### config.mk
export PLATFORM = sky130hd
export DESIGN_NAME = regfile_scoreboard
export DESIGN_NICKNAME = d
export VERILOG_FILES = /design/src/rtl/regfile_scoreboard.sv
export SDC_FILE = /design/constraint.sdc
export NUM_CORES = 2
export LEC_CHECK = 0
export CORE_ASPECT_RATIO = 0.7
export CORE_UTILIZATION = 35
export CTS_BUF_LIST = sky130_fd_sc_hd__clkbuf_8
export CTS_CLUSTER_SIZE = 24
export DETAILED_ROUTE_END_ITERATION = 7
export GPL_TIMING_DRIVEN = 0
export PLACE_DENSITY_LB_ADDON = 0.15
export SYNTH_ARGS = -nofsm -noshare
export SYNTH_HDL_FRONTEND = slang
export SYNTH_SLANG_ARGS = --single-unit
### constraint.sdc
create_clock -name clk -period 2.2 [get_ports clk]
set_input_delay 0.33 -clock clk [delete_from_list [all_inputs] [get_ports clk]]
set_output_delay 0.33 -clock clk [all_outputs]
set_load 0.02 [all_outputs]
### src/rtl/regfile_scoreboard.sv
// rtl/regfile_scoreboard.sv - RV32I integer register file with per-register busy scoreboard
//
// Ports:
//   clk        rising-edge clock for all state
//   rst        asynchronous active-low reset (registers and busy bits to 0)
//   A1, A2     combinational read addresses
//   RD1, RD2   read data (zero-latency, optional writeback bypass)
//   WE3, A3,   writeback port: write enable, address, data
//   WD3
//   set_busy,  decode marks busy_addr as having an outstanding producer
//   busy_addr
//   flush      clears every busy bit
//   busy1,     read port n has an outstanding producer not satisfied this cycle
//   busy2

module regfile_scoreboard #(
  parameter int XLEN     = 32,
  parameter int NREG     = 32,
  parameter int ZERO_REG = 1,
  parameter int BYPASS   = 1,
  localparam int AW      = (NREG > 1) ? $clog2(NREG) : 1
) (
  input  logic            clk,
  input  logic            rst,
  input  logic [AW-1:0]   A1,
  input  logic [AW-1:0]   A2,
  output logic [XLEN-1:0] RD1,
  output logic [XLEN-1:0] RD2,
  input  logic            WE3,
  input  logic [AW-1:0]   A3,
  input  logic [XLEN-1:0] WD3,
  input  logic            set_busy,
  input  logic [AW-1:0]   busy_addr,
  input  logic            flush,
  output logic            busy1,
  output logic            busy2
);

  localparam bit ZR = (ZERO_REG != 0);
  localparam bit BP = (BYPASS != 0);

  logic [XLEN-1:0] regs [NREG];
  logic [NREG-1:0] busy;

  logic            wr_ok;
  logic            set_ok;
  logic [NREG-1:0] set_mask;
  logic [NREG-1:0] clr_mask;

  // Writes and busy sets aimed at a hardwired x0 are dropped outright, so
  // neither the bypass path nor the scoreboard ever sees them.
  assign wr_ok    = WE3 && !(ZR && (A3 == '0));
  assign set_ok   = set_busy && !(ZR && (busy_addr == '0));
  assign set_mask = set_ok ? (NREG'(1) << busy_addr) : '0;
  assign clr_mask = wr_ok  ? (NREG'(1) << A3)        : '0;

  always_ff @(posedge clk or negedge rst) begin
    if (!rst) begin
      for (int i = 0; i < NREG; i++) begin
        regs[i] <= '0;
      end
      busy <= '0;
    end else begin
      if (wr_ok) begin
        regs[A3] <= WD3;
      end
      // Flush beats everything; otherwise a new producer (set) supersedes
      // the writeback clear of the same register.
      if (flush) begin
        busy <= '0;
      end else begin
        busy <= (busy & ~clr_mask) | set_mask;
      end
    end
  end

  logic fwd1, fwd2;
  logic zero1, zero2;

  assign fwd1  = BP && wr_ok && (A3 == A1);
  assign fwd2  = BP && wr_ok && (A3 == A2);
  assign zero1 = ZR && (A1 == '0);
  assign zero2 = ZR && (A2 == '0);

  always_comb begin
    RD1 = regs[A1];
    if (zero1) begin
      RD1 = '0;
    end else if (fwd1) begin
      RD1 = WD3;
    end
  end

  always_comb begin
    RD2 = regs[A2];
    if (zero2) begin
      RD2 = '0;
    end else if (fwd2) begin
      RD2 = WD3;
    end
  end

  // The writeback in flight this cycle satisfies the dependency when bypassed.
  assign busy1 = !zero1 && busy[A1] && !fwd1;
  assign busy2 = !zero2 && busy[A2] && !fwd2;

endmodule

==> impl_metrics.py <==
metrics = {
    "logic_synthesis": {
        "synthCells": 4050,
        "ys_warn_count": 0,
        "seq_area_frac_synth_pct": 46.4,
        "ys_types": 53,
        "synthMostInstantiatedCell": "dfrtp_1",
        "yosys.area.top_type_share_pct": 46.4,
        "netlist_area_um2": 57000,
        "synth_ff_type": "dfrtp_1",
        "synth_commonest_cells": "1056 x dfrtp_1, 1053 x mux2_2, 367 x mux4_2, 286 x mux2i_1, 248 x clkbuf_1",
        "syn_nets": 4107,
        "ys_ff_latch": 1056,
        "synth-edff-count": 0,
        "synth_area_per_cell_um2": 14.1,
        "synth-async-reset-ratio_pct": 100,
        "synth_top_area_cell": "dfrtp_1",
        "yosys-top-cells-area": "dfrtp_1 46%, mux2_2 21%, mux4_2 15%, mux2i_1 5.0%, clkbuf_1 1.6%",
    },
    "sta": {
        "slew_headroom_pct": 5.91,
        "max_freq_mhz": 299,
        "fin_ws_ps": -1150,
        "drv_slew": 0,
        "hold_violations": 0,
        "period_share_pct": 152,
        "rsz0062_at_grt": "true",
        "skew_ps": 0,
        "tightest_slew_ps": 1410,
        "post-route-min-period_ps": 3350,
        "hold_ws_ps": 86.1,
        "setup_viol": 287,
    },
    "critical_path": {
        "cp-end-kind": "output port",
        "max_stage_delay_ps": 460,
        "worst-path-buf-inv": 1,
        "arrival_ps": 3020,
        "worstPathMaxFanout": 2,
        "r2r-start": "regs[639]",
        "rrSetupSlack_ps": 1180,
        "critPathTopFamily": "multiplexers",
        "crit_slowest_cell": "mux4_2",
        "timing.rr.end": "regs[639]",
        "rr_worst_depth": 3,
        "worstPathRequired_ps": 1870,
        "start_kind": "flip-flop",
        "crit_type": "reg2out",
        "worstPathCellList": "mux4_2, mux2_4, a221o_1, a32o_2, buf_6",
    },
    "detailed_routing": {
        "vias": 42000,
        "drt-initial-drc-count": 4952,
        "drc": 0,
        "wl_per_cell_um": 36.4,
        "via_per_inst": 6.20,
        "drtPass1Iterations": 5,
        "wl_mm": 246,
        "drtAntennaViolNets": 0,
    },
    "placement": {
        "hpwl_mm": 170,
        "routabilityCongestion": 1.02,
        "io_buffers": 116,
    },
    "cts": {
        "cts_tree": "built",
        "clkTransAtPathRegs_ps": 70,
        "cts_htree_levels": 4,
        "cts_num_sinks": 1056,
        "cts_root_buffer": "clkbuf_8",
        "clk_latency_ps": 970,
        "cts_buffers": 179,
        "clk_path_buf_depth": 3,
    },
    "floorplan": {
        "num_rows": 123,
        "ios": 123,
        "die_x_um": 484,
        "die_area_um2": 164000,
        "initial_core_util_pct": 35.4,
        "core_area_um2": 161000,
        "die_h_um": 340,
    },
    "layout": {
        "multi_input_area_um2": 29500,
        "post-route-util_pct": 42.0,
        "nets": 4563,
        "nFillCells": 15000,
        "regArea_um2": 26400,
        "area_growth_pct": 18.8,
        "layout-drive-gt1-share_pct": 51.5,
    },
    "grt": {
        "grt_pass1_vias": 41600,
        "grt.total_usage_pct": 29.7,
        "grt_pass1_wl_mm": 340,
        "grt.overflow.total": 0,
        "grt_start_max_net_pins": 165,
        "antenna_found_initial": 8,
    },
    "power": {
        "vdd_drop_max_mv": 0.473,
        "leakage_uw": 0.0301,
        "power.density_nw_per_um2": 856,
    },
    "min_path": {
        "hold_depth": 4,
        "min-delay-start": "A3[3]",
        "hold_class": "in2reg",
        "hold_path_end": "regs[640]",
    },
    "status": {
        "status": "complete, but fails checks",
        "violations": "setup timing",
    },
    "run": {
        "drv_cap": 0,
    },
}
-- state kept, by name (all words and copies together) (netlist names) --
signal  cells
regs     1024
busy       32
-- kinds of logic (layout without fill, tap and decap cells) --
family | after synthesis | in the layout | synth area share (%)
AOI/OAI and AO/OA | 503 | 503 | 6.28
muxes | 1746 | 1746 | 41.2
other | 0 | 4 | 0
DFF | 1056 | 1056 | 46.4
xor gates and xnor gates | 10 | 10 | 0.154
buffers and inverters | 460 | 1046 | 3.74
and+or+nand+nor | 275 | 275 | 2.20
-- stage by stage --
step	instance area, um2	total power, uW	setup TNS (ps)	worst slack, ps	cells
detailed placement	61300	38400	-1762020	-3330	6301
CTS	67100	57600	-67150	-1160	6729
finish	67700	57900	-116530	-1150	6765
floorplan	57300	33800	-3840	-65.8	4050
global route	67700	60200	-216280	-1130	6763
global placement	61100	38100	-	-50550	6291
-- area by class of cell --
type	instances	area share, %
flip-flops and latches	1056	39.0
well taps	2125	3.93
multi-input cells	2534	43.6
diodes	4	0.0148
repair buffers	279	4.02
clock buffers	222	4.51
clock inverters	89	0.638
inverters	1	0.00924
plain buffers	455	4.25
-- power breakdown --
| group | internal (uW) | switching (uW) |
|---|---|---|
| sequential | 23000 | 2690 |
| clock | 9160 | 8970 |
| combinational | 7770 | 6330 |
| total | 39900 | 18000 |
-- worst max path at each step --
| stage | start | endpoint | cells after the start |
|---|---|---|---|
| 5_1_grt | regs[587] | RD2[11] | 5 |
| 3_5_place_dp | A1[3] | RD1[17] | 9 |
| 4_1_cts | regs[577] | RD2[1] | 5 |
| 6_report | regs[587] | RD2[11] | 5 |
| 2_1_floorplan | A2[0] | RD2[25] | 6 |
| 3_3_place_gp | rst | regs[900] | 1 |
-- routing by layer --
metal	up-vias	wire length (um)	global-route usage, %
li1	16500	-	-
met1	22700	110000	43.6
met2	2309	99900	40.5
met3	437	26000	8.68
met4	2	9840	11.9
met5	-	13	0
-- worst register-to-register path, cell delays in order (launching register included) --
cell	delay (ps)
dfrtp_1	400
buf_4	140
buf_4	130
mux2_2	250
-- layout by cell type (no fill, tap or decap), drive strengths merged, types with 4 or more instances in the layout --
master         netlist  layout
nand2              109     109
diode                0       4
dlygate4sd2          0       5
nor3b                5       5
a211oi              10      10
nor2                76      76
o22ai               36      36
o21ai               69      69
nor2b               13      13
clkinv               0      17
clkdlybuf4s15        0       7
nand3               26      26
a22oi              103     103
inv                  1      69
mux4               371     371
buf                211     428
o221ai              32      32
a221o               30      30
nand2b              13      13
clkbuf             248     473
a21oi              117     117
mux2i              286     286
mux2              1089    1089
clkdlybuf4s50        0      39
a221oi              24      24
dfrtp             1056    1056
xnor2                7       7
a32o                61      61
o211ai              10      10
nor3                10      10
-- repair_timing --
item,CTS,global route
endpoints found under the hold margin,160,222
buffers inserted,118,30
endpoints found under the setup margin,961,342
pin swaps,90,65
resized for setup,809,116
cloned,3,1
Power figures use the tool's default switching activity.
